$ cat src/rtl/spi_stream_receiver.sv
// SPI slave receiver: synchronises the pins, deserialises words, tags them as
// command or payload and queues the tagged words in a small output FIFO.
module spi_stream_receiver #(
    parameter int                DATA_W     = 8,
    parameter int                CPOL       = 0,
    parameter int                CPHA       = 0,
    parameter int                MSB_FIRST  = 1,
    parameter int                IDX_W      = 16,
    parameter int                FIFO_DEPTH = 4,
    parameter logic [DATA_W-1:0] CMD_A      = 8'h01,
    parameter int                LEN_A      = 513,
    parameter logic [DATA_W-1:0] CMD_B      = 8'h02,
    parameter int                LEN_B      = 6
) (
    input  logic              clock,
    input  logic              reset,
    input  logic              cs_n_i,
    input  logic              sck_i,
    input  logic              mosi_i,
    input  logic              out_ready_i,
    output logic              out_valid_o,
    output logic [DATA_W-1:0] out_data_o,
    output logic              out_is_cmd_o,
    output logic [DATA_W-1:0] out_command_o,
    output logic [IDX_W-1:0]  out_index_o,
    output logic              overflow_o,
    output logic              frame_error_o
);
    localparam int CNT_W = $clog2(DATA_W);
    localparam int PTR_W = $clog2(FIFO_DEPTH);
    localparam int ENT_W = 1 + 2 * DATA_W + IDX_W;
    localparam logic SCK_IDLE    = (CPOL != 0) ? 1'b1 : 1'b0;
    localparam logic SAMPLE_RISE = (CPOL == CPHA) ? 1'b1 : 1'b0;
    localparam logic [CNT_W-1:0] LAST_BIT = CNT_W'(DATA_W - 1);
    localparam logic [IDX_W-1:0] LAST_A   = IDX_W'(LEN_A - 1);
    localparam logic [IDX_W-1:0] LAST_B   = IDX_W'(LEN_B - 1);
    localparam logic [PTR_W:0]   DEPTH_V  = (PTR_W + 1)'(FIFO_DEPTH);

    typedef enum logic {ST_CMD = 1'b0, ST_PAYLOAD = 1'b1} state_t;

    logic [1:0]        cs_sync_q, sck_sync_q, mosi_sync_q;
    logic              cs_prev_q, sck_prev_q;
    logic              cs_s, sck_s, mosi_s, cs_rise_s, sample_edge_s;
    logic [DATA_W-1:0] shift_q, shifted_s;
    logic [CNT_W-1:0]  bit_cnt_q;
    logic              word_valid_q;
    state_t            state_q;
    logic [DATA_W-1:0] cmd_q;
    logic [IDX_W-1:0]  idx_q, last_q;
    logic [ENT_W-1:0]  ent_s, head_d;
    logic [ENT_W-1:0]  mem_q [FIFO_DEPTH];
    logic [PTR_W-1:0]  wr_q, rd_q, rd_d;
    logic [PTR_W:0]    count_q, count_d, remain_s;
    logic              pop_s, push_ok_s;

    assign cs_s      = cs_sync_q[1];
    assign sck_s     = sck_sync_q[1];
    assign mosi_s    = mosi_sync_q[1];
    assign cs_rise_s = cs_s & ~cs_prev_q;
    assign sample_edge_s = ~cs_s & (SAMPLE_RISE ? (sck_s & ~sck_prev_q) : (~sck_s & sck_prev_q));

    // Pin synchronisers and edge-history flops
    always_ff @(posedge clock) begin
        if (reset) begin
            cs_sync_q   <= 2'b11;
            sck_sync_q  <= {2{SCK_IDLE}};
            mosi_sync_q <= 2'b00;
            cs_prev_q   <= 1'b1;
            sck_prev_q  <= SCK_IDLE;
        end else begin
            cs_sync_q   <= {cs_sync_q[0], cs_n_i};
            sck_sync_q  <= {sck_sync_q[0], sck_i};
            mosi_sync_q <= {mosi_sync_q[0], mosi_i};
            cs_prev_q   <= cs_s;
            sck_prev_q  <= sck_s;
        end
    end

    // Next shifter contents for the configured bit order
    always_comb begin
        if (MSB_FIRST != 0) begin
            shifted_s = {shift_q[DATA_W-2:0], mosi_s};
        end else begin
            shifted_s = {mosi_s, shift_q[DATA_W-1:1]};
        end
    end

    // Deserialiser; a partial word is simply abandoned by clearing the bit count
    always_ff @(posedge clock) begin
        if (reset) begin
            shift_q       <= {DATA_W{1'b0}};
            bit_cnt_q     <= {CNT_W{1'b0}};
            word_valid_q  <= 1'b0;
            frame_error_o <= 1'b0;
        end else begin
            word_valid_q  <= 1'b0;
            frame_error_o <= 1'b0;
            if (cs_s) begin
                bit_cnt_q     <= {CNT_W{1'b0}};
                frame_error_o <= cs_rise_s & (bit_cnt_q != {CNT_W{1'b0}});
            end else if (sample_edge_s) begin
                shift_q <= shifted_s;
                if (bit_cnt_q == LAST_BIT) begin
                    bit_cnt_q    <= {CNT_W{1'b0}};
                    word_valid_q <= 1'b1;
                end else begin
                    bit_cnt_q <= bit_cnt_q + CNT_W'(1);
                end
            end
        end
    end

    // Framing parser; advances even when the FIFO drops the word
    always_ff @(posedge clock) begin
        if (reset) begin
            state_q <= ST_CMD;
            cmd_q   <= {DATA_W{1'b0}};
            idx_q   <= {IDX_W{1'b0}};
            last_q  <= {IDX_W{1'b0}};
        end else if (cs_rise_s) begin
            state_q <= ST_CMD;
            idx_q   <= {IDX_W{1'b0}};
        end else if (word_valid_q) begin
            case (state_q)
                ST_CMD: begin
                    cmd_q <= shift_q;
                    idx_q <= {IDX_W{1'b0}};
                    if (shift_q == CMD_A && LEN_A > 0) begin
                        state_q <= ST_PAYLOAD;
                        last_q  <= LAST_A;
                    end else if (shift_q == CMD_B && LEN_B > 0) begin
                        state_q <= ST_PAYLOAD;
                        last_q  <= LAST_B;
                    end else begin
                        state_q <= ST_CMD;
                    end
                end
                ST_PAYLOAD: begin
                    if (idx_q == last_q) begin
                        state_q <= ST_CMD;
                        idx_q   <= {IDX_W{1'b0}};
                    end else begin
                        idx_q <= idx_q + IDX_W'(1);
                    end
                end
                default: state_q <= ST_CMD;
            endcase
        end
    end

    // Tagged entry for the word just completed
    always_comb begin
        if (state_q == ST_CMD) begin
            ent_s = {1'b1, shift_q, shift_q, {IDX_W{1'b0}}};
        end else begin
            ent_s = {1'b0, shift_q, cmd_q, idx_q};
        end
    end

    assign pop_s     = out_valid_o & out_ready_i;
    assign push_ok_s = word_valid_q & ((count_q != DEPTH_V) | pop_s);
    assign remain_s  = count_q - (PTR_W + 1)'(pop_s);

    // Next FIFO occupancy and next head; an empty FIFO keeps the last head
    always_comb begin
        count_d = remain_s + (PTR_W + 1)'(push_ok_s);
        rd_d    = rd_q + PTR_W'(pop_s);
        if (count_d == {(PTR_W + 1){1'b0}}) begin
            head_d = {out_is_cmd_o, out_data_o, out_command_o, out_index_o};
        end else if (remain_s == {(PTR_W + 1){1'b0}}) begin
            head_d = ent_s;
        end else begin
            head_d = mem_q[rd_d];
        end
    end

    // FIFO storage
    always_ff @(posedge clock) begin
        if (push_ok_s) begin
            mem_q[wr_q] <= ent_s;
        end
    end

    // FIFO pointers, registered head outputs and sticky overflow
    always_ff @(posedge clock) begin
        if (reset) begin
            wr_q          <= {PTR_W{1'b0}};
            rd_q          <= {PTR_W{1'b0}};
            count_q       <= {(PTR_W + 1){1'b0}};
            out_valid_o   <= 1'b0;
            out_is_cmd_o  <= 1'b0;
            out_data_o    <= {DATA_W{1'b0}};
            out_command_o <= {DATA_W{1'b0}};
            out_index_o   <= {IDX_W{1'b0}};
            overflow_o    <= 1'b0;
        end else begin
            if (push_ok_s) begin
                wr_q <= wr_q + PTR_W'(1);
            end
            rd_q        <= rd_d;
            count_q     <= count_d;
            out_valid_o <= (count_d != {(PTR_W + 1){1'b0}});
            {out_is_cmd_o, out_data_o, out_command_o, out_index_o} <= head_d;
            if (word_valid_q & ~push_ok_s) begin
                overflow_o <= 1'b1;
            end
        end
    end
endmodule

$ cat config.mk
export PLATFORM = sky130hd
export DESIGN_NAME = spi_stream_receiver
export DESIGN_NICKNAME = d
export VERILOG_FILES = /design/src/rtl/spi_stream_receiver.sv
export SDC_FILE = /design/constraint.sdc
export NUM_CORES = 1
export LEC_CHECK = 0
export CAP_MARGIN = 20
export CORE_UTILIZATION = 41
export CTS_BUF_LIST = sky130_fd_sc_hd__clkbuf_8 sky130_fd_sc_hd__clkbuf_16
export DETAILED_ROUTE_END_ITERATION = 7
export HOLD_SLACK_MARGIN = 0.12
export SYNTH_ARGS = -nofsm -noshare
export SYNTH_HDL_FRONTEND = slang
export SYNTH_SLANG_ARGS = --single-unit
$ cat constraint.sdc
create_clock -name clock -period 2.6 [get_ports clock]
set_input_delay 0.52 -clock clock [delete_from_list [all_inputs] [get_ports clock]]
set_output_delay 0.52 -clock clock [all_outputs]
set_load 0.02 [all_outputs]
; ---- Word-level counts from Yosys, hierarchy flattened
; Memory sizes are Yosys's and may differ from the RTL's.
; Index checks and enable logic that the tools add are counted.
[totals]
ram_bits = 132
elab_cells = 75
n_memories = 1
register_bits = 104
[op_classes]
eq_ne = 5
mux = 14
addsub = 6
reduce_logical = 12
bitwise_logic = 15
[mem_list]
columns = memory, depth, word_bits, read_ports, rd_clocked_by_memory_dff, wr, line
row1 = mem_q, 4, 33, 1, 0, 1, 51  ; logic [ENT_W-1:0] mem_q [FIFO_DEPTH];
[ops]
columns = operator, n
row1 = 33-bit 2-to-1 mux, 2
row2 = 16-bit 2-to-1 mux, 3
row3 = 16-bit one-hot mux with 2 select lines, 1
row4 = "16-bit by 1-bit adder with 16-bit output, second input constant", 1
row5 = 16-bit equality test, 1
row6 = "8-bit by 1-bit equality test with 1-bit output, second input constant", 1
row7 = "8-bit by 2-bit equality test with 1-bit output, second input constant", 1
row8 = 1-bit bitwise AND, 7
row9 = 1-bit inverter, 7
row10 = 3-bit logical NOT, 2
row11 = 1-bit 2-to-1 mux, 6
row12 = 3-bit nonzero test, 2
row13 = 2-bit OR reduction, 3
row14 = 4-bit AND reduction, 1
row15 = 3-bit by 1-bit adder with 3-bit output, 1
row16 = "3-bit by 1-bit adder with 3-bit output, second input constant", 1
row17 = "3-bit equality test, second input constant", 1
row18 = 3-bit 2-to-1 mux, 1
row19 = "3-bit inequality test, second input constant", 1
row20 = 3-bit AND reduction, 1
row21 = 3-bit OR reduction, 1
row22 = 3-bit by 1-bit subtractor with 3-bit output, 1
row23 = 2-bit by 1-bit adder with 2-bit output, 1
row24 = "2-bit by 1-bit adder with 2-bit output, second input constant", 1
row25 = other kinds (4), 4

; ---- Logic depth before layout (Yosys ltp)
[depth]
word_depth = 5
depth_mapped = 13
depth_no_buf = 10

; ---- Worst setup path after synthesis
; Ideal clock, no wire load.
[synth_timing]
path_kind = input to register
start = input out_ready_i
end = register out_index_o[10]
setup_time_ps = 120
cell_stages = 10
arrival_ps = 2554
required_ps = 2480
setup_slack_ps = -74
path_buffers = 2
path_cell_list = nand2_1 -> a31oi_1 -> ha_1 -> ha_1 -> xor3_1 -> or3_1 -> clkbuf_1 -> nor3b_4 -> buf_6 -> a211o_1
[synth_between]
elab_chain_len = 5
elab_cells_between_ends = 10
[synth_lines]
columns = item, line
row1 = start: declaration, 20  ; input logic out_ready_i,
row2 = 1-bit bitwise AND, 160  ; assign pop_s = out_valid_o & out_ready_i;
row3 = 1-bit bitwise OR, 161  ; assign push_ok_s = word_valid_q & ((count_q != DEPTH_V) | pop_s);
row4 = 1-bit bitwise AND, 161
row5 = net push_ok_s, 54  ; logic pop_s, push_ok_s;
row6 = 3-bit by 1-bit adder with 3-bit output, 166  ; count_d = remain_s + (PTR_W + 1)'(push_ok_s);
row7 = 3-bit logical NOT, 168  ; if (count_d == {(PTR_W + 1){1'b0}}) begin
row8 = end signal: assignment, 194  ; out_index_o <= {IDX_W{1'b0}};
row9 = end: declaration, 25  ; output logic [IDX_W-1:0] out_index_o,
; The timed path passes the listed nets, and every way through them passes these cells.
; A chain may end at the register's enable or synchronous reset.

; ---- Final worst setup path
[layout_timing]
start = input out_ready_i
end = register out_index_o[15]
[layout_between]
elab_chain_len = 5
elab_cells_between_ends = 10
[layout_lines]
columns = item, line
row1 = 1-bit bitwise AND *, 160
row2 = "parallel branches: the longest is 4 deep, another holds 3-bit by 1-bit subtractor with 3-bit output", n/a
; Every way passes the cells marked *.

==> metrics.txt <==
status=finished with violations; failing checks=setup timing; CP max stage cell=or3_4; Die Ht=149 um; Syn Area/Cell=13.7 sq um; CTS buffer count=23; count of cell types in the netlist=42; Via Count=between 5,000 and 6,000; final worst-path cycle share=100%; Comb power frac=32.9%; effective utilization at floorplan=42.0%; Hold Fails Final Rpt=0; total gr overflow=0; hold_buf cts=0; 1st-iter DRT viols=316; number of stages on the worst hold path=1; initial antenna violation count=0; Clock Pin Slew Worst Setup and Hold Paths=0.06 ns; Setup crit start kind=input port; Synthesized Nets=665; setup slack, reg-to-reg=around 0.11 ns; end of the worst hold path=cs_sync_q[1]; CP arrival=2.99 ns; Netlist Area Pre-Place=8870 sq um; sequential area share after synthesis=roughly two thirds; number of fill cells=around 1,800; fin worst setup slack=-0.00821 ns; Final ANT Viol Nets=0; Area Growth Syn to Fin=21.6%; core area=approximately 21,000 sq um; largest net degree at the start of global routing=58; antenna cells=0; hpwl dp=11,300 um; fin cells=1,003; min Tclk post-route=about 2.6 ns; ratio of cells with drive above 1 in the final layout=19.1%; FF-to-FF Start=out_valid_o; Hold Path Class=flip-flop to flip-flop; Layout Nets=730; leak pwr=0.00385 uW; WHS=between 0.4 and 0.5 ns; total routed wirelength=19,400 um; r2r worst-path depth=11; Max Cap Violations=0; Max stage delay on crit path=between 0.4 and 0.5 ns; endpoints failing setup=9; Cell Int Power=7200 uW; TritonCTS clock tree=done; Syn Inst Count=~650; DR DRC count=0; Port Buffer Count=41; Synth Flop Type=edfxtp_1; Fmax=383 MHz; Clock Latency Late Sink=0.51 ns; WS Path Type=input port to flip-flop; switching share of power=29.6%; io pins=42; Rows=53; crit path from=out_ready_i; first-pass GRT wire length=~30,000 um; EDFF count, synth=around 130; root buffer cell=clkbuf_16; htree depth=1; capture point of the worst reg-to-reg path=out_index_o[15]; Slew Viols, Final=0; Synth warnings=0; Max VDD drop=463 uV; sequential share of power=38.6%; register bit count reported by yosys=222; PwrDens=~950 nW/um^2; Max Fanout on Critical Path=16; GR Util All Layers=17.5%; clk sinks=222; Routed WL per cell=roughly 19 um; area of the multi-input gates=2960 sq um; Die Wd=149 um; Slew @ Worst Pin=0.604 ns; Storage cell area=5770 sq um; GPL Wtd Cong=0.803; CP required=around 3 ns; P_sw=3020 uW; dpl cells=roughly 960; TNS Setup=-0.0453 ns; CTS max path bufs=3; vias in the first global route=5,613; HP Start=cs_sync_q[0]; most common cell after layout, fill and taps aside=edfxtp_1; skew final=0.0183 ns; clock network fraction of design power=28.6%; commonest cells after routing, fill and taps aside=132 x edfxtp_1, 90 x dfxtp_1, 54 x nand2_1, 46 x nor2_1, 40 x clkdlybuf4s50_1; Crit. End Element=flip-flop; CP cell instances=clkdlybuf4s50_1 -> nand2_2 -> inv_2 -> ha_4 -> inv_1 -> ha_1 -> ha_1 -> xor3_1 -> or3_4 -> nor3b_4 -> buf_12 -> a211o_1; ys async rst share=0%; routed vias/inst=5.42; drt pass-1 iters=4; Die Area=22,200 sq um; most used cell, CP=ha_1; unrepaired setup endpoints after global routing=yes; relative slew slack=between 50% and 60%
==> per-layer routing <==
layer	track usage (%)	vias to the layer above	wire length, um	share of wire [%]
met3	3.18	26	1030	5.3
met4	4.74	0	349	1.8
met1	23.6	2756	8440	44
li1	-	2533	-	-
met2	28.9	124	9530	49
met5	0	-	0	0
==> timing repair <==
item,CTS,global route
gates resized for setup,4,10
pin swaps,0,2
cloned,0,5
buffers inserted,0,1
setup endpoints to repair,33,31
==> stage by stage <==
stage	util (%)	instance area [sq um]	setup WS, ns	total power, uW
floorplan	-	8880	0.0170	5620
finish	51.2	10800	-0.00821	10200
global route	51.2	10800	-0.0820	10700
detailed placement	47.0	9900	-0.688	6710
CTS	50.3	10600	0.0258	9690
global placement	46.9	9900	-0.578	6650
==> state kept, by name, summed over array words and instances, names as in the netlist, 2 cells and up <==
register / cells
mem_q: 132
idx_q: 16
out_index_o: 16
cmd_q: 8
out_command_o: 8
out_data_o: 8
shift_q: 8
bit_cnt_q: 3
count_q: 3
cs_sync_q: 2
last_q: 2
mosi_sync_q: 2
rd_q: 2
sck_sync_q: 2
wr_q: 2
==> power by group through the flow <==
stage                     combinational (uW)  clock, uW  sequential (uW)
after detailed placement                2690          0             4020
after global routing                    3570       3130             3960
after floorplan                         1460          0             4160
after CTS                               2760       2990             3940
final                                   3360       2920             3940
after global placement                  2640          0             4010
==> cell usage after synthesis (all sizes together), types with 6 or more instances <==
| master | instances | area [sq um] |
|---|---|---|
| nand3 | 6 | 30.0 |
| xnor2 | 8 | 70.1 |
| mux4 | 33 | 743 |
| nand2 | 55 | 206 |
| o21ai | 18 | 90.1 |
| dfxtp | 90 | 1800 |
| clkbuf | 22 | 82.6 |
| nor4 | 6 | 37.5 |
| a211o | 16 | 140 |
| and2 | 18 | 113 |
| xor2 | 9 | 78.8 |
| mux2 | 9 | 101 |
| edfxtp | 132 | 3960 |
| nor2 | 47 | 176 |
| and3 | 19 | 119 |
| a311oi | 16 | 146 |
| nor3b | 17 | 139 |
| nor3 | 7 | 35.0 |
| inv | 15 | 56.3 |
| nor2b | 13 | 81.3 |
| ha | 13 | 163 |
| nand4 | 8 | 50.1 |
| a21oi | 21 | 105 |
| buf | 20 | 100 |
==> worst max-delay path by stage <==
stage / endpoint / slack, ns / depth (start not counted)
6_report: out_index_o[15] / -0.008 / 12
5_1_grt: out_index_o[0] / -0.08 / 12
4_1_cts: out_index_o[13] / 0.03 / 12
3_5_place_dp: out_index_o[4] / -0.69 / 12
3_3_place_gp: out_index_o[4] / -0.58 / 12
2_1_floorplan: out_index_o[10] / 0.02 / 12
==> critical path, delay by kind of cell <==
family / cells / cell delay (ns)
AOI/OAI and AO/OA: 1 / 0.25
adders and majority gates: 3 / 0.62
and+or+nand+nor: 3 / 0.72
xor gates and xnor gates: 1 / 0.19
buffers and inverters: 4 / 0.68
==> cell type report <==
class                           instances  share of cell area (%)
Tap cell                              275                    3.19
Inverter                               15                   0.522
Clock inverter                         18                   0.824
Sequential cell                       222                    53.5
Timing Repair Buffer                   82                    9.12
Multi-Input combinational cell        367                    27.4
Clock buffer                           24                    5.46
==> cells by family after synthesis <==
group,after synthesis,synth area share [%]
AOI/OAI and AO/OA,79,6.15
muxes,47,10.1
DFF,222,65.0
adders and majority gates,13,1.83
buffers and inverters,57,2.70
xor gates and xnor gates,18,1.95
and+or+nand+nor,210,12.3
(Power assumes the default switching activity.)
